==> src/rtl/eeprom_settings_ctrl_pkg.sv <==
`default_nettype none
// ============================================================================
//  Module      : eeprom_settings_ctrl_pkg
//  Description : Shared constants and state encoding for the EEPROM settings
//                sequencer (transceiver opcodes, EWEN address, FSM states).
//  Revision    : 1.0 - initial release
// ============================================================================
package eeprom_settings_ctrl_pkg;

    localparam logic [1:0] OP_READ   = 2'b10;
    localparam logic [1:0] OP_WRITE  = 2'b01;
    localparam logic [1:0] OP_EWEN   = 2'b00;

    // EWEN carries its sub-command in the address field
    localparam logic [5:0] EWEN_ADDR = 6'b110000;

    typedef enum logic [2:0] {
        ST_IDLE       = 3'd0,
        ST_EWEN_ISSUE = 3'd1,
        ST_RD_ISSUE   = 3'd2,
        ST_WR_ISSUE   = 3'd3,
        ST_WAIT_START = 3'd4,
        ST_WAIT_END   = 3'd5,
        ST_DONE       = 3'd6
    } state_e;

endpackage
`default_nettype wire

==> src/rtl/eeprom_settings_ctrl_shadow_regfile.sv <==
`default_nettype none
// ============================================================================
//  Module      : eeprom_shadow_regfile
//  Description : NWORDS x 16 shadow storage. Host write port with range check,
//                controller write port (has priority), registered host read
//                port and combinational controller read port.
//  Revision    : 1.0 - initial release
// ============================================================================
module eeprom_shadow_regfile #(
    parameter int NWORDS = 8,
    parameter int AW     = 3
) (
    input  logic          clk_i,
    input  logic          rst_ni,
    input  logic          host_we_i,
    input  logic [AW-1:0] host_addr_i,
    input  logic [15:0]   host_wdata_i,
    output logic [15:0]   host_rdata_o,
    input  logic          ctrl_we_i,
    input  logic [AW-1:0] ctrl_idx_i,
    input  logic [15:0]   ctrl_wdata_i,
    output logic [15:0]   ctrl_rdata_o
);

    logic [15:0] mem_q [NWORDS];
    logic [15:0] rdata_q;
    logic        host_in_range;

    // Addresses past the last word read as zero and drop writes
    assign host_in_range = (32'(host_addr_i) < 32'(NWORDS));

    // Storage and registered host read; controller write wins on collision
    always_ff @(posedge clk_i or negedge rst_ni) begin
        if (!rst_ni) begin
            for (int i = 0; i < NWORDS; i++) begin
                mem_q[i] <= '0;
            end
            rdata_q <= '0;
        end else begin
            if (ctrl_we_i) begin
                mem_q[ctrl_idx_i] <= ctrl_wdata_i;
            end else if (host_we_i && host_in_range) begin
                mem_q[host_addr_i] <= host_wdata_i;
            end
            rdata_q <= host_in_range ? mem_q[host_addr_i] : 16'h0000;
        end
    end

    assign host_rdata_o = rdata_q;
    assign ctrl_rdata_o = mem_q[ctrl_idx_i];

endmodule
`default_nettype wire

==> src/rtl/eeprom_settings_ctrl.sv <==
`default_nettype none
// ============================================================================
//  Module      : eeprom_settings_ctrl
//  Description : Load/save sequencer between the register bus and an AT93C46
//                transceiver. Restores or saves a shadow file of NWORDS
//                16-bit words, one transaction at a time, with a timeout.
//  Revision    : 1.0 - initial release
// ============================================================================
module eeprom_settings_ctrl
    import eeprom_settings_ctrl_pkg::*;
#(
    parameter int NWORDS         = 8,
    parameter int BASE_ADDR      = 0,
    parameter int AUTOLOAD       = 1,
    parameter int TIMEOUT_CYCLES = 500000,
    parameter int AW             = (NWORDS > 1) ? $clog2(NWORDS) : 1
) (
    input  logic          Clock,
    input  logic          Reset_n,
    input  logic          Load,
    input  logic          Save,
    input  logic [AW-1:0] RegAddr,
    input  logic [15:0]   RegWrData,
    input  logic          RegWe,
    output logic [15:0]   RegRdData,
    output logic          Active,
    output logic          Done,
    output logic          Error,
    output logic          Valid,
    output logic          Dirty,
    output logic          TxSend,
    output logic [1:0]    TxOpcode,
    output logic [5:0]    TxAddress,
    output logic [15:0]   TxData,
    input  logic [15:0]   TxQ,
    input  logic          TxBusy
);

    localparam int            CW       = $clog2(TIMEOUT_CYCLES + 1);
    localparam logic [AW-1:0] LAST_IDX = AW'(NWORDS - 1);
    localparam logic [CW-1:0] TO_LAST  = CW'(TIMEOUT_CYCLES - 1);

    state_e         state_q, state_d;
    logic [AW-1:0]  idx_q, idx_d;
    logic [CW-1:0]  cnt_q, cnt_d;
    logic [1:0]     op_q, op_d;
    logic [5:0]     addr_q, addr_d;
    logic [15:0]    data_q, data_d;
    logic           save_seq_q, save_seq_d;
    logic           auto_q, auto_d;
    logic           error_q, error_d;
    logic           valid_q, valid_d;
    logic           dirty_q, dirty_d;

    logic           shadow_we;
    logic [15:0]    shadow_rd;
    logic           host_we;
    logic           host_in_range;
    logic           issue;

    assign host_we       = RegWe && (state_q == ST_IDLE);
    assign host_in_range = (32'(RegAddr) < 32'(NWORDS));

    eeprom_shadow_regfile #(
        .NWORDS (NWORDS),
        .AW     (AW)
    ) u_regfile (
        .clk_i        (Clock),
        .rst_ni       (Reset_n),
        .host_we_i    (host_we),
        .host_addr_i  (RegAddr),
        .host_wdata_i (RegWrData),
        .host_rdata_o (RegRdData),
        .ctrl_we_i    (shadow_we),
        .ctrl_idx_i   (idx_q),
        .ctrl_wdata_i (TxQ),
        .ctrl_rdata_o (shadow_rd)
    );

    // State and sequencing registers
    always_ff @(posedge Clock or negedge Reset_n) begin
        if (!Reset_n) begin
            state_q    <= ST_IDLE;
            idx_q      <= '0;
            cnt_q      <= '0;
            op_q       <= '0;
            addr_q     <= '0;
            data_q     <= '0;
            save_seq_q <= 1'b0;
            auto_q     <= (AUTOLOAD != 0);
            error_q    <= 1'b0;
            valid_q    <= 1'b0;
            dirty_q    <= 1'b0;
        end else begin
            state_q    <= state_d;
            idx_q      <= idx_d;
            cnt_q      <= cnt_d;
            op_q       <= op_d;
            addr_q     <= addr_d;
            data_q     <= data_d;
            save_seq_q <= save_seq_d;
            auto_q     <= auto_d;
            error_q    <= error_d;
            valid_q    <= valid_d;
            dirty_q    <= dirty_d;
        end
    end

    // Next-state logic: command decode, transaction issue, wait and timeout
    always_comb begin
        state_d    = state_q;
        idx_d      = idx_q;
        cnt_d      = cnt_q;
        op_d       = op_q;
        addr_d     = addr_q;
        data_d     = data_q;
        save_seq_d = save_seq_q;
        auto_d     = auto_q;
        error_d    = error_q;
        valid_d    = valid_q;
        dirty_d    = dirty_q;
        shadow_we  = 1'b0;

        if (host_we && host_in_range) begin
            dirty_d = 1'b1;
        end

        case (state_q)
            ST_IDLE: begin
                auto_d = 1'b0;
                // Load beats Save when both arrive together
                if (Load || auto_q) begin
                    idx_d      = '0;
                    error_d    = 1'b0;
                    save_seq_d = 1'b0;
                    state_d    = ST_RD_ISSUE;
                end else if (Save) begin
                    idx_d      = '0;
                    error_d    = 1'b0;
                    save_seq_d = 1'b1;
                    state_d    = ST_EWEN_ISSUE;
                end
            end
            ST_EWEN_ISSUE: begin
                op_d    = OP_EWEN;
                addr_d  = EWEN_ADDR;
                data_d  = '0;
                cnt_d   = '0;
                state_d = ST_WAIT_START;
            end
            ST_RD_ISSUE: begin
                op_d    = OP_READ;
                addr_d  = 6'(BASE_ADDR) + 6'(idx_q);
                data_d  = '0;
                cnt_d   = '0;
                state_d = ST_WAIT_START;
            end
            ST_WR_ISSUE: begin
                op_d    = OP_WRITE;
                addr_d  = 6'(BASE_ADDR) + 6'(idx_q);
                data_d  = shadow_rd;
                cnt_d   = '0;
                state_d = ST_WAIT_START;
            end
            ST_WAIT_START: begin
                cnt_d = cnt_q + CW'(1);
                if (cnt_q == TO_LAST) begin
                    error_d = 1'b1;
                    state_d = ST_DONE;
                end else if (TxBusy) begin
                    state_d = ST_WAIT_END;
                end
            end
            ST_WAIT_END: begin
                cnt_d = cnt_q + CW'(1);
                if (cnt_q == TO_LAST) begin
                    error_d = 1'b1;
                    state_d = ST_DONE;
                end else if (!TxBusy) begin
                    shadow_we = (op_q == OP_READ);
                    if (op_q == OP_EWEN) begin
                        idx_d   = '0;
                        state_d = ST_WR_ISSUE;
                    end else if (idx_q == LAST_IDX) begin
                        state_d = ST_DONE;
                    end else begin
                        idx_d   = idx_q + AW'(1);
                        state_d = (op_q == OP_READ) ? ST_RD_ISSUE : ST_WR_ISSUE;
                    end
                end
            end
            ST_DONE: begin
                if (!error_q) begin
                    dirty_d = 1'b0;
                    if (!save_seq_q) begin
                        valid_d = 1'b1;
                    end
                end else if (!save_seq_q) begin
                    valid_d = 1'b0;
                end
                state_d = ST_IDLE;
            end
            default: begin
                state_d = ST_IDLE;
            end
        endcase
    end

    assign issue = (state_q == ST_EWEN_ISSUE) || (state_q == ST_RD_ISSUE) ||
                   (state_q == ST_WR_ISSUE);

    // Transaction fields show their new value during ISSUE and hold afterwards
    assign TxSend    = issue;
    assign TxOpcode  = op_d;
    assign TxAddress = addr_d;
    assign TxData    = data_d;

    assign Active = (state_q != ST_IDLE);
    assign Done   = (state_q == ST_DONE);
    assign Error  = error_q;
    assign Valid  = valid_q;
    assign Dirty  = dirty_q;

endmodule
`default_nettype wire

==> config.mk <==
export PLATFORM = sky130hd
export DESIGN_NAME = eeprom_settings_ctrl
export DESIGN_NICKNAME = d
export VERILOG_FILES = /design/src/rtl/eeprom_settings_ctrl_pkg.sv /design/src/rtl/eeprom_settings_ctrl_shadow_regfile.sv /design/src/rtl/eeprom_settings_ctrl.sv
export SDC_FILE = /design/constraint.sdc
export NUM_CORES = 1
export LEC_CHECK = 0
export BUFFER_PORTS_ARGS = -buffer_cell sky130_fd_sc_hd__buf_4
export CELL_PAD_IN_SITES_DETAIL_PLACEMENT = 1
export CELL_PAD_IN_SITES_GLOBAL_PLACEMENT = 2
export CORE_MARGIN = 4
export CORE_UTILIZATION = 35
export CTS_BUF_LIST = sky130_fd_sc_hd__clkbuf_8
export DETAILED_ROUTE_END_ITERATION = 8
export GPL_ROUTABILITY_DRIVEN = 0
export PLACE_DENSITY = 0.81
export SYNTH_ARGS = -nofsm -noshare
export SYNTH_HDL_FRONTEND = slang
export SYNTH_SLANG_ARGS = --single-unit
==> constraint.sdc <==
create_clock -name Clock -period 5 [get_ports Clock]
set_clock_uncertainty 0.05 [all_clocks]
set_input_delay 0.75 -clock Clock [delete_from_list [all_inputs] [get_ports Clock]]
set_output_delay 0.75 -clock Clock [all_outputs]
set_load 0.02 [all_outputs]
* Word-level counts from Yosys, hierarchy flattened
Cells that the tools add are included.
Cells by class: $add $sub $neg 2, order comparisons 4, eq/ne operators 16, multiplexer cells 50, bitwise gates (word level) 3, reduce and logical (&&, ||, !) cells 23
Operators with widths (count):
- 128-bit bitwise mux | 2
- 128-bit 2-to-1 mux | 2
- 16-bit binary-select mux with 3-bit select | 2
- 16-bit demux with 3-bit select | 2
- 16-bit 2-to-1 mux | 6
- 3-bit 2-to-1 mux | 14
- 19-bit case mux with 2 select lines | 1
- 16-bit case mux with 2 select lines | 1
- 19-bit by 1-bit adder with 19-bit output, second input constant | 1
- 19-bit equality test, second input constant | 1
- 1-bit 2-to-1 mux | 15
- 3-bit equality test, second input constant | 4
- 3-bit case mux with 4 select lines | 1
- 6-bit case mux with 2 select lines | 1
- 2-bit nonzero test | 5
- 3-bit != test, second input constant | 3
- 4-bit greater-or-equal comparator, second input constant | 2
- 4-bit by 1-bit < comparator with 1-bit output, second input constant | 2
- 3-bit inverter with 4-bit output | 2
- 3-bit by 2-bit equality test with 1-bit output, second input constant | 2
- 2-bit case mux with 3 select lines | 1
- 3-bit case mux with 2 select lines | 1
- 3-bit AND reduction | 2
- 2-bit OR reduction | 3
- 16 further kinds | 22
Word-level totals: bits in registers 198, output and inout port bits 46, logic and storage cells 118

* Logic depth before layout (Yosys ltp)
word-level depth 8, mapped depth 8, depth with buffers taken out 7

* Modules after synthesis
A second synthesis with hierarchy kept.
Unflattened totals: cell total of the unflattened synthesis 1165, area, all modules 11572.3 um^2
Modules (own cells, without submodules):
- eeprom_shadow_regfile | instances 1, cells each 942, area each 9197.6 um^2, seq. area each 3603.5 um^2
- eeprom_settings_ctrl | instances 1, cells each 223, area each 2374.8 um^2, seq. area each 1352.5 um^2

* Least setup slack after synthesis
No wires, ideal clock.
kind reg2out, from register idx_q[0], to output TxData[12], data arrival time 2.011 ns, path slack 2.189 ns, cell stages (with the launch flop) 9, buffers on the path 3, cells stage by stage dfrtp_1 buf_2 and3b_1 clkbuf_1 clkbuf_1 a22oi_1 nand3_1 a21oi_1 o21ai_0
On the way: word-level cells in the longest chain between the ends 5
RTL lines:
- from (decl) | line eeprom_settings_ctrl.sv:44 | logic [AW-1:0] idx_q, idx_d;
- from (signal assigned) | line eeprom_settings_ctrl.sv:96 | idx_q <= idx_d;
- 3-bit inverter with 4-bit output (not written as such) | line eeprom_settings_ctrl_shadow_regfile.sv:50 | assign ctrl_rdata_o = mem_q[ctrl_idx_i];
- 16-bit binary-select mux with 3-bit select | line eeprom_settings_ctrl_shadow_regfile.sv:50
- 16-bit 2-to-1 mux (not written as such) (2 in series) | line eeprom_settings_ctrl_shadow_regfile.sv:50
- 16-bit case mux with 2 select lines | line eeprom_settings_ctrl.sv:128 | case (state_q)
- to (decl) | line eeprom_settings_ctrl.sv:34 | output logic [15:0] TxData,
Every way passes these cells. The select of a mux whose other input is x is not followed.

* Worst setup path in the final report
from register idx_q[2], to output TxData[14]
Same word-level chain as after synthesis.

==> metrics.md <==
| Metric | Value |
|---|---|
| Cts bufs inserted | `17` |
| CP Class | `reg2out` |
| Worst Path Buf+Inv | `1` |
| Row cnt | `64` |
| Fmax | `249 MHz` |
| Seq/Total Area, Yosys | `45.2%` |
| Worst R2R End | `u_regfile.mem_q[127]$_DFFE_PN0P_` |
| P&R area growth vs syn | `12.8%` |
| Width of the chip | `185 um` |
| Clock Pin Slew Worst Setup and Hold Paths | `0.10 ns` |
| Worst-skew pair later-pin latency | `0.49 ns` |
| Setup slack after placement | `1.66 ns` |
| CP max-delay cell | `and3b_1` |
| Mapped cell area | `0.0110 mm^2` |
| Hpwl dp | `28.1 mm` |
| Slew headroom | `6.02%` |
| LEAKAGE | `5.16 nW` |
| Post-CTS sizing | `0` |
| Layout Nets | `1221` |
| Total of max-cap violations | `0` |
| Largest net degree at the start of global routing | `92` |
| Antenna violations before repair | `0` |
| Ratio of cells with drive above 1 in the final layout | `17.7%` |
| Critical R2R Launch | `state_q[1]$_DFFE_PN0P_` |
| Delay-heaviest family, CP | `compound AO/OA/AOI/OAI gates` |
| Min Tclk post-route | `4.01 ns` |
| Starting Density | `35.6%` |
| Largest cells by area after synthesis | `dfrtp_1 45%, o22a_1 9.0%, a21oi_1 6.1%, nor2_1 5.4%, a22oi_1 3.5%` |
| Reg area | `0.00496 mm^2` |
| Worst Path Required | `4.20 ns` |
| Port buffer count | `86` |
| Final hold vios | `0` |
| Post-synth top cells | `197 x dfrtp_1, 158 x nor2_1, 134 x a21oi_1` |
| Residual DRC count | `0` |
| WL/cell | `27.8 um` |
| Synth cell types | `61` |
| IO Count | `87` |
| Ant diodes | `0` |
| Vias | `10100` |
| Status | `completed` |
| Crit. End Element | `output pin` |
| Pwr/cell area | `534 mW/mm^2` |
| Slew @ Worst Pin | `1.41 ns` |
| Root Buffer | `clkbuf_8` |
| EDFF count, synth | `0` |
| Setup slack after layout | `0.990 ns` |
| CTS tree | `yes` |
| Most common cell in the netlist | `dfrtp_1` |
| GRT Total Usage | `25.6%` |
| Syn_nets | `1169` |
| Fill count | `3537` |
| Total negative slack | `0 ns` |
| Worst setup SP type | `flip-flop` |
| Ys flop type | `dfrtp_1` |
| Clock tree buffer depth | `2` |
| FF-to-FF path depth | `5` |
| Cells after Synth | `1125` |
| H-tree Lvls | `4` |
| WL final | `44.0 mm` |
| Crit-path cells | `and3b_1, a22oi_1, nand3_1, a221oi_1, o21ai_0, buf_4` |
| Die area | `0.0342 mm^2` |
| RSZ-0062 raised after global routing | `no` |
| Multi-input gate area | `0.00556 mm^2` |
| Ys Warns | `0` |
| Area leader, netlist | `dfrtp_1` |
| DR iter-0 viols | `1045` |
| R2R setup slack | `1.68 ns` |
| Setup bufs post-CTS | `0` |
| Wire length of the first global-routing pass | `66.4 mm` |
| Final Power | `6.59 mW` |
| Critical path data arrival time | `3.21 ns` |
| Vias per inst | `6.35` |
| Worst-path fanout max | `17` |
| Sink Count | `198` |
| Synth async-reset ratio | `100%` |
| Routed Antenna Nets | `0` |
| Die Height | `185 um` |
| Fin crit share | `80.2%` |
| Core area | `0.0307 mm^2` |
| Overflow after GRT | `0` |
| Endpoints failing setup | `0` |
| Hold Crit Class | `in2async` |
| Post-Syn Area per Cell | `9.74 um^2` |
| Max IR drop VDD | `0.197 mV` |
| Post-CTS Hold Buffers | `0` |
| Final Max Slew Viols | `0` |
| Seq cells post-synth | `198` |
| Post-synth top area share | `45.0%` |
| Slowest stage delay, CP | `0.64 ns` |
| Vias in the first global route | `10200` |
| Initial DRT Pass Iterations | `6` |
## how the worst max path moves through the flow
stage | from | depth (start not counted) | endpoint
floorplan | idx_q[0]$_DFFE_PN0P_ | 8 | TxData[12]
global route | idx_q[2]$_DFFE_PN0P_ | 6 | TxData[14]
global placement | idx_q[1]$_DFFE_PN0P_ | 7 | TxData[8]
CTS | idx_q[2]$_DFFE_PN0P_ | 6 | TxData[14]
finish | idx_q[2]$_DFFE_PN0P_ | 6 | TxData[14]
detailed placement | idx_q[2]$_DFFE_PN0P_ | 6 | TxData[14]
## state kept, by name (all words and copies together) (netlist names)
register,cells
save_seq_q,1
cnt_q,19
op_q,2
u_regfile.host_rdata_o,16
state_q,3
addr_q,6
Valid,1
auto_q,1
u_regfile.mem_q,128
data_q,16
Dirty,1
idx_q,3
Error,1
## cells in the final DEF, fill, tap and decap left out, types with 18 or more instances in the layout
master / n
dfrtp_1: 197
nor2_1: 157
a21oi_1: 134
buf_4: 116
o22a_1: 113
nand2_1: 62
a22oi_1: 51
a22o_1: 35
o21ai_0: 34
nand3_1: 30
mux2i_1: 21
nand2b_1: 20
clkbuf_8: 19
a21o_1: 18
## cell type report
| type | instances | share of cell area [%] |
|---|---|---|
| Multi-Input combinational cell | 834 | 45.0 |
| Sequential cell | 198 | 40.1 |
| Timing Repair Buffer | 118 | 7.32 |
| Tap cell | 396 | 4.01 |
| Clock buffer | 18 | 2.01 |
| Clock inverter | 13 | 1.28 |
| Inverter | 8 | 0.243 |
## cells by family (layout without fill, tap and decap cells)
family	after synthesis	after routing	synth area share (%)
AOI/OAI and AO/OA	456	456	30.4
and+or+nand+nor	331	331	14.3
buffers and inverters	93	157	4.19
DFF	198	198	45.2
muxes	44	44	5.52
adders and majority gates	3	3	0.343
## power by group
part / switching (mW) / total, mW / internal [mW] / leakage [nW]
Sequential: 0.692 / 2.99 / 2.30 / 2.50
Clock: 0.606 / 1.11 / 0.505 / 0.208
Combinational: 1.35 / 2.49 / 1.14 / 2.45
## layer usage
| layer | GRT usage, % | up-vias | share of wire [%] |
|---|---|---|---|
| met4 | 8.49 | 0 | 3.0 |
| met3 | 5.83 | 75 | 8.3 |
| met1 | 35.2 | 5184 | 43 |
| met5 | 0 | - | 0 |
| met2 | 40.0 | 474 | 45 |
| li1 | - | 4337 | - |
## per-stage QoR
step           util [%]  area, um^2  hold WS [ns]  cells
6_report           40.2       12400         0.225   1585
5_1_grt            40.2       12400         0.246   1585
4_1_cts            40.2       12400         0.247   1585
3_5_place_dp       38.9       11900         0.419   1554
3_3_place_gp       38.9       11900         0.407   1554
2_1_floorplan         -       11000         0.393   1125
## worst reg2reg max path, stage by stage, from the launching register on
cell	delay, ns
dfrtp_1	0.75
nor3_1	0.73
nand3b_2	0.28
nor3_4	0.84
a21o_4	0.41
o22a_1	0.20
Note: power is estimated with default switching activity, not from simulation.
